`config.mk`:
```
export PLATFORM = sky130hd
export DESIGN_NAME = rr_address_arbiter
export DESIGN_NICKNAME = d
export VERILOG_FILES = /design/src/rtl/rr_address_arbiter.sv
export SDC_FILE = /design/constraint.sdc
export NUM_CORES = 1
export LEC_CHECK = 0
export BUFFER_PORTS_ARGS = -buffer_cell sky130_fd_sc_hd__buf_2
export CAP_MARGIN = 10
export CORE_ASPECT_RATIO = 0.6
export CORE_UTILIZATION = 45
export CTS_CLUSTER_SIZE = 30
export DETAILED_ROUTE_END_ITERATION = 16
export PLACE_DENSITY = 0.62
export SLEW_MARGIN = 20
export SYNTH_ARGS = -nofsm -noshare
export SYNTH_HDL_FRONTEND = slang
export SYNTH_SLANG_ARGS = --single-unit
```
`constraint.sdc`:
```
create_clock -name clk -period 2.4 [get_ports clk]
set_clock_uncertainty 0.1 [all_clocks]
set_input_delay 0.24 -clock clk [delete_from_list [all_inputs] [get_ports clk]]
set_output_delay 0.24 -clock clk [all_outputs]
set_load 0.1 [all_outputs]
```
`src/rtl/rr_address_arbiter.sv`:
```
`default_nettype none
// ============================================================================
// Module      : rr_address_arbiter
// Description : Four-way round-robin arbiter driving a 2-to-4 decoder
//               (address1/address0/enable), with break-before-make gap and
//               a bounded hold time per grant.
// Revision    : 1.0 - initial release
// ============================================================================
module rr_address_arbiter #(
    parameter int MAX_HOLD = 8
) (
    input  logic       clk,
    input  logic       reset_n,
    input  logic [3:0] req,
    input  logic       done,
    output logic       address0,
    output logic       address1,
    output logic       enable,
    output logic       timeout
);

    typedef enum logic [1:0] {
        ST_IDLE  = 2'b00,
        ST_GRANT = 2'b01,
        ST_GAP   = 2'b10
    } state_t;

    localparam logic [7:0] c_HOLD_LAST = 8'(MAX_HOLD - 1);

    state_t     state_q,   state_d;
    logic [1:0] ptr_q,     ptr_d;
    logic [7:0] cnt_q,     cnt_d;
    logic [1:0] addr_q,    addr_d;
    logic       enable_q,  enable_d;
    logic       timeout_q, timeout_d;

    logic [7:0] w_req_dbl;
    logic [3:0] w_req_rot;
    logic [1:0] w_pick_ofs;
    logic [1:0] w_pick_idx;
    logic       w_any_req;
    logic       w_granted_req;
    logic       w_hold_expired;

    // Rotate so bit j of w_req_rot is requester (ptr + j) mod 4.
    assign w_req_dbl = {req, req};
    assign w_req_rot = w_req_dbl[ptr_q +: 4];
    assign w_any_req = |req;

    always_comb begin
        w_pick_ofs = 2'd0;
        casez (w_req_rot)
            4'b???1: w_pick_ofs = 2'd0;
            4'b??10: w_pick_ofs = 2'd1;
            4'b?100: w_pick_ofs = 2'd2;
            4'b1000: w_pick_ofs = 2'd3;
            default: w_pick_ofs = 2'd0;
        endcase
    end

    assign w_pick_idx     = ptr_q + w_pick_ofs;
    assign w_granted_req  = req[addr_q];
    assign w_hold_expired = (cnt_q == c_HOLD_LAST);

    always_comb begin
        state_d   = state_q;
        ptr_d     = ptr_q;
        cnt_d     = cnt_q;
        addr_d    = addr_q;
        enable_d  = enable_q;
        timeout_d = 1'b0;

        case (state_q)
            ST_IDLE, ST_GAP: begin
                enable_d = 1'b0;
                if (w_any_req) begin
                    addr_d   = w_pick_idx;
                    enable_d = 1'b1;
                    cnt_d    = 8'd0;
                    state_d  = ST_GRANT;
                end else begin
                    state_d  = ST_IDLE;
                end
            end
            ST_GRANT: begin
                if (done || !w_granted_req || w_hold_expired) begin
                    enable_d  = 1'b0;
                    ptr_d     = addr_q + 2'd1;
                    state_d   = ST_GAP;
                    // Only a pure hold expiry is reported as a timeout.
                    timeout_d = !done && w_granted_req && w_hold_expired;
                end else begin
                    cnt_d = cnt_q + 8'd1;
                end
            end
            default: begin
                enable_d = 1'b0;
                state_d  = ST_IDLE;
            end
        endcase
    end

    always_ff @(posedge clk or negedge reset_n) begin
        if (!reset_n) begin
            state_q   <= ST_IDLE;
            ptr_q     <= 2'd0;
            cnt_q     <= 8'd0;
            addr_q    <= 2'd0;
            enable_q  <= 1'b0;
            timeout_q <= 1'b0;
        end else begin
            state_q   <= state_d;
            ptr_q     <= ptr_d;
            cnt_q     <= cnt_d;
            addr_q    <= addr_d;
            enable_q  <= enable_d;
            timeout_q <= timeout_d;
        end
    end

    assign address0 = addr_q[0];
    assign address1 = addr_q[1];
    assign enable   = enable_q;
    assign timeout  = timeout_q;

endmodule
`default_nettype wire

```
==> metrics <==
initial antenna violation count 0; Min-Delay Endpoint state_q[1]; unrepaired setup endpoints after global routing false; RR Startpoint ptr_q[1]; setup TNS 0 ns; HP Start done; Cells after Synth 99; worst hold path class in2reg; share of cells above drive strength 1 0.2321; power density over the cells 1114 mW/mm^2; Via density 5.707; CP Max Fanout 5; clk_lat worst skew 0.29 ns; vias in the first global route 776; Critical Path Sink Type flip-flop; Tcrit/Tclk final 0.9297; maximum clock rate 448.2 MHz; Pint 622.2 uW; Worst Max-Slew Pin Slew 0.5000 ns; Worst IR Drop VDD 0.5281 mV; antenna-violating nets left 0; clock share of power 0.120; simple-gate share of the synthesized area 0.2795; CTS tree yes; Main synth FF type dfrtp_1; full die area 0.002365 mm^2; Adder-Cell Fraction of Synth Area 0.02564; Comb power frac 0.531; Max-slew headroom 0.6659; most frequent cells in the layout 15 x dfrtp_1, 10 x buf_2, 8 x nand2_1; switching power 594.3 uW; Port Buffer Count 10; Leakage Power 0.4515 nW; DR pass1 iterations 4; Compound-Gate Fraction of Synth Area 0.1500; clk slew on worst S/H paths 0.10 ns; final instance area 0.001092 mm^2; Seq/Total Area, Yosys 0.4103; clock root buffer clkbuf_4; EDFF count, synth 0; drt first-iter violations 42; Overflow after GRT 0; fin nets 122; Sw Share 0.4885; fin cells 140; DR vias 799; Critical Path AT 2.33 ns; Avg Cell Area, Syn 9.858 um^2; Max clock buf depth 2; most common cell after layout, fill and taps aside dfrtp_1; post-detailed-routing wire length 2.097 mm; largest net degree at the start of global routing 17; routability congestion estimate from global placement 0.8384; mapped cell area 975.9 um^2; # rows 12; WP data required 2.50 ns; CTS-repair resized insts 0; mux cell area share after synthesis 0.06923; global-route wire length before repair 3.801 mm; DP Area 0.001056 mm^2; reg2reg setup slack 0.17 ns; HPWL after detailed placement 1.605 mm; Seq pwr share 0.348; asr flop ratio synth 1.000; hold path depth 3; post-synth net total 108; post-layout min period 2.231 ns; H-tree depth 1; Die W 62.12 um; placed insts 135; status completed; Core Region 0.001937 mm^2; I/O pins 11; Final Max Slew Viols 0; gr usage total 0.2195; Max-Cap Viols 0; capturing point of the worst reg2reg path addr_q[1]; CTS Buf Count 3; Crit Path Class reg2reg; post-synth cell types 39; critical path launch point type flip-flop; Initial Util 0.5039; share of the core filled with cells 0.5640; Die Span Y 38.08 um; CTS sink cnt 16; synth warn 0; Post-Synth XOR/XNOR Area 0.03590; area delta synth->final 11.92%; DRC viols 0; largest family of logic cells by synthesized area simple AND/OR/NAND/NOR gates; final hold viol count 0; DR WL/cell 14.98 um; Antenna Cells 0; Final Setup Violations 0; Synth Register Bits 16; Worst R2R Path Depth 8
worst max-delay path, stage by stage, from the launching register on:
cell and delay, ns:
dfrtp_1 0.43, nand2b_1 0.16, a21oi_1 0.16, o211ai_1 0.10, o21a_1 0.13, ha_1 0.20, xnor2_1 0.15, or4_1 0.52
a31oi_1 0.19
layer usage:
metal | global-route usage | vias up | wire [um]
li1 | - | 395 | -
met1 | 0.3222 | 383 | 1195
met2 | 0.3159 | 19 | 787
met3 | 0.05952 | 2 | 102
met4 | 0.05814 | 0 | 11
met5 | 0 | - | 0
per-stage QoR:
stage | hold slack, ns | setup WS [ns] | total power [mW]
after floorplan | -0.1556 | 0.06993 | 0.9330
after global placement | 0.07114 | 0.2569 | 1.059
final | 0.1773 | 0.1687 | 1.216
after detailed placement | 0.06380 | 0.2001 | 1.073
after global routing | 0.1809 | 0.06028 | 1.299
after CTS | 0.1748 | 0.1588 | 1.218
cell usage after synthesis, types with 2 or more instances:
cell,number,area share
nor2b_1,2,0.013
nor4_1,2,0.013
o21ai_0,3,0.015
buf_2,2,0.010
nor3_1,2,0.010
xor2_1,3,0.027
nand3_1,2,0.010
or3b_2,3,0.027
or4_1,2,0.015
mux2i_1,3,0.031
o211ai_1,3,0.023
inv_1,4,0.015
nor3b_1,2,0.015
ha_1,2,0.026
nand3b_1,2,0.015
nand2_1,8,0.031
a21oi_1,5,0.026
nor2_1,6,0.023
o31ai_1,3,0.023
nand2b_1,5,0.032
dfrtp_1,16,0.41
nand4_1,2,0.013
worst max-delay path by stage:
| stage | from | to | slack (ns) | cells after the start |
|---|---|---|---|---|
| after floorplan | addr_q[1] | cnt_q[7] | 0.07 | 4 |
| final | ptr_q[1] | addr_q[1] | 0.17 | 8 |
| after global routing | ptr_q[1] | addr_q[1] | 0.06 | 8 |
| after detailed placement | ptr_q[1] | addr_q[1] | 0.20 | 8 |
| after global placement | ptr_q[1] | addr_q[1] | 0.26 | 8 |
| after CTS | ptr_q[1] | addr_q[1] | 0.16 | 8 |
kinds of logic (layout without fill, tap and decap cells):
| family | Yosys count | in the layout |
|---|---|---|
| buffers and inverters | 7 | 20 |
| AOI/OAI and AO/OA | 20 | 20 |
| DFF | 16 | 16 |
| and+or+nand+nor | 45 | 45 |
| xor gates and xnor gates | 4 | 4 |
| adders and majority gates | 2 | 2 |
| muxes | 5 | 5 |
power by group through the flow:
| stage | registers (mW) | logic, mW | clock network [mW] |
|---|---|---|---|
| global placement | 0.426 | 0.633 | 0 |
| detailed placement | 0.429 | 0.644 | 0 |
| global route | 0.436 | 0.699 | 0.163 |
| floorplan | 0.588 | 0.345 | 0 |
| finish | 0.424 | 0.646 | 0.147 |
| CTS | 0.423 | 0.646 | 0.149 |
final cells by class:
| cell class | instances | area (um^2) |
|---|---|---|
| clock buffer | 4 | 26.28 |
| fill | 176 | 844.6 |
| inverter | 4 | 15.01 |
| multi-input combinational | 76 | 546.8 |
| sequential | 16 | 401.6 |
| tap | 28 | 35.03 |
| timing repair buffer | 12 | 67.56 |
state kept, by name, indices dropped and copies added (netlist names):
| register | flops |
|---|---|
| cnt_q | 8 |
| timeout | 1 |
| addr_q | 2 |
| state_q | 2 |
| enable | 1 |
| ptr_q | 2 |
what timing repair did:
| action | CTS | global route |
|---|---|---|
| setup buffers | 0 | 0 |
| hold buffers | 1 | 0 |
| endpoints found under the hold margin | 16 | 0 |
(Power assumes the default switching activity.)
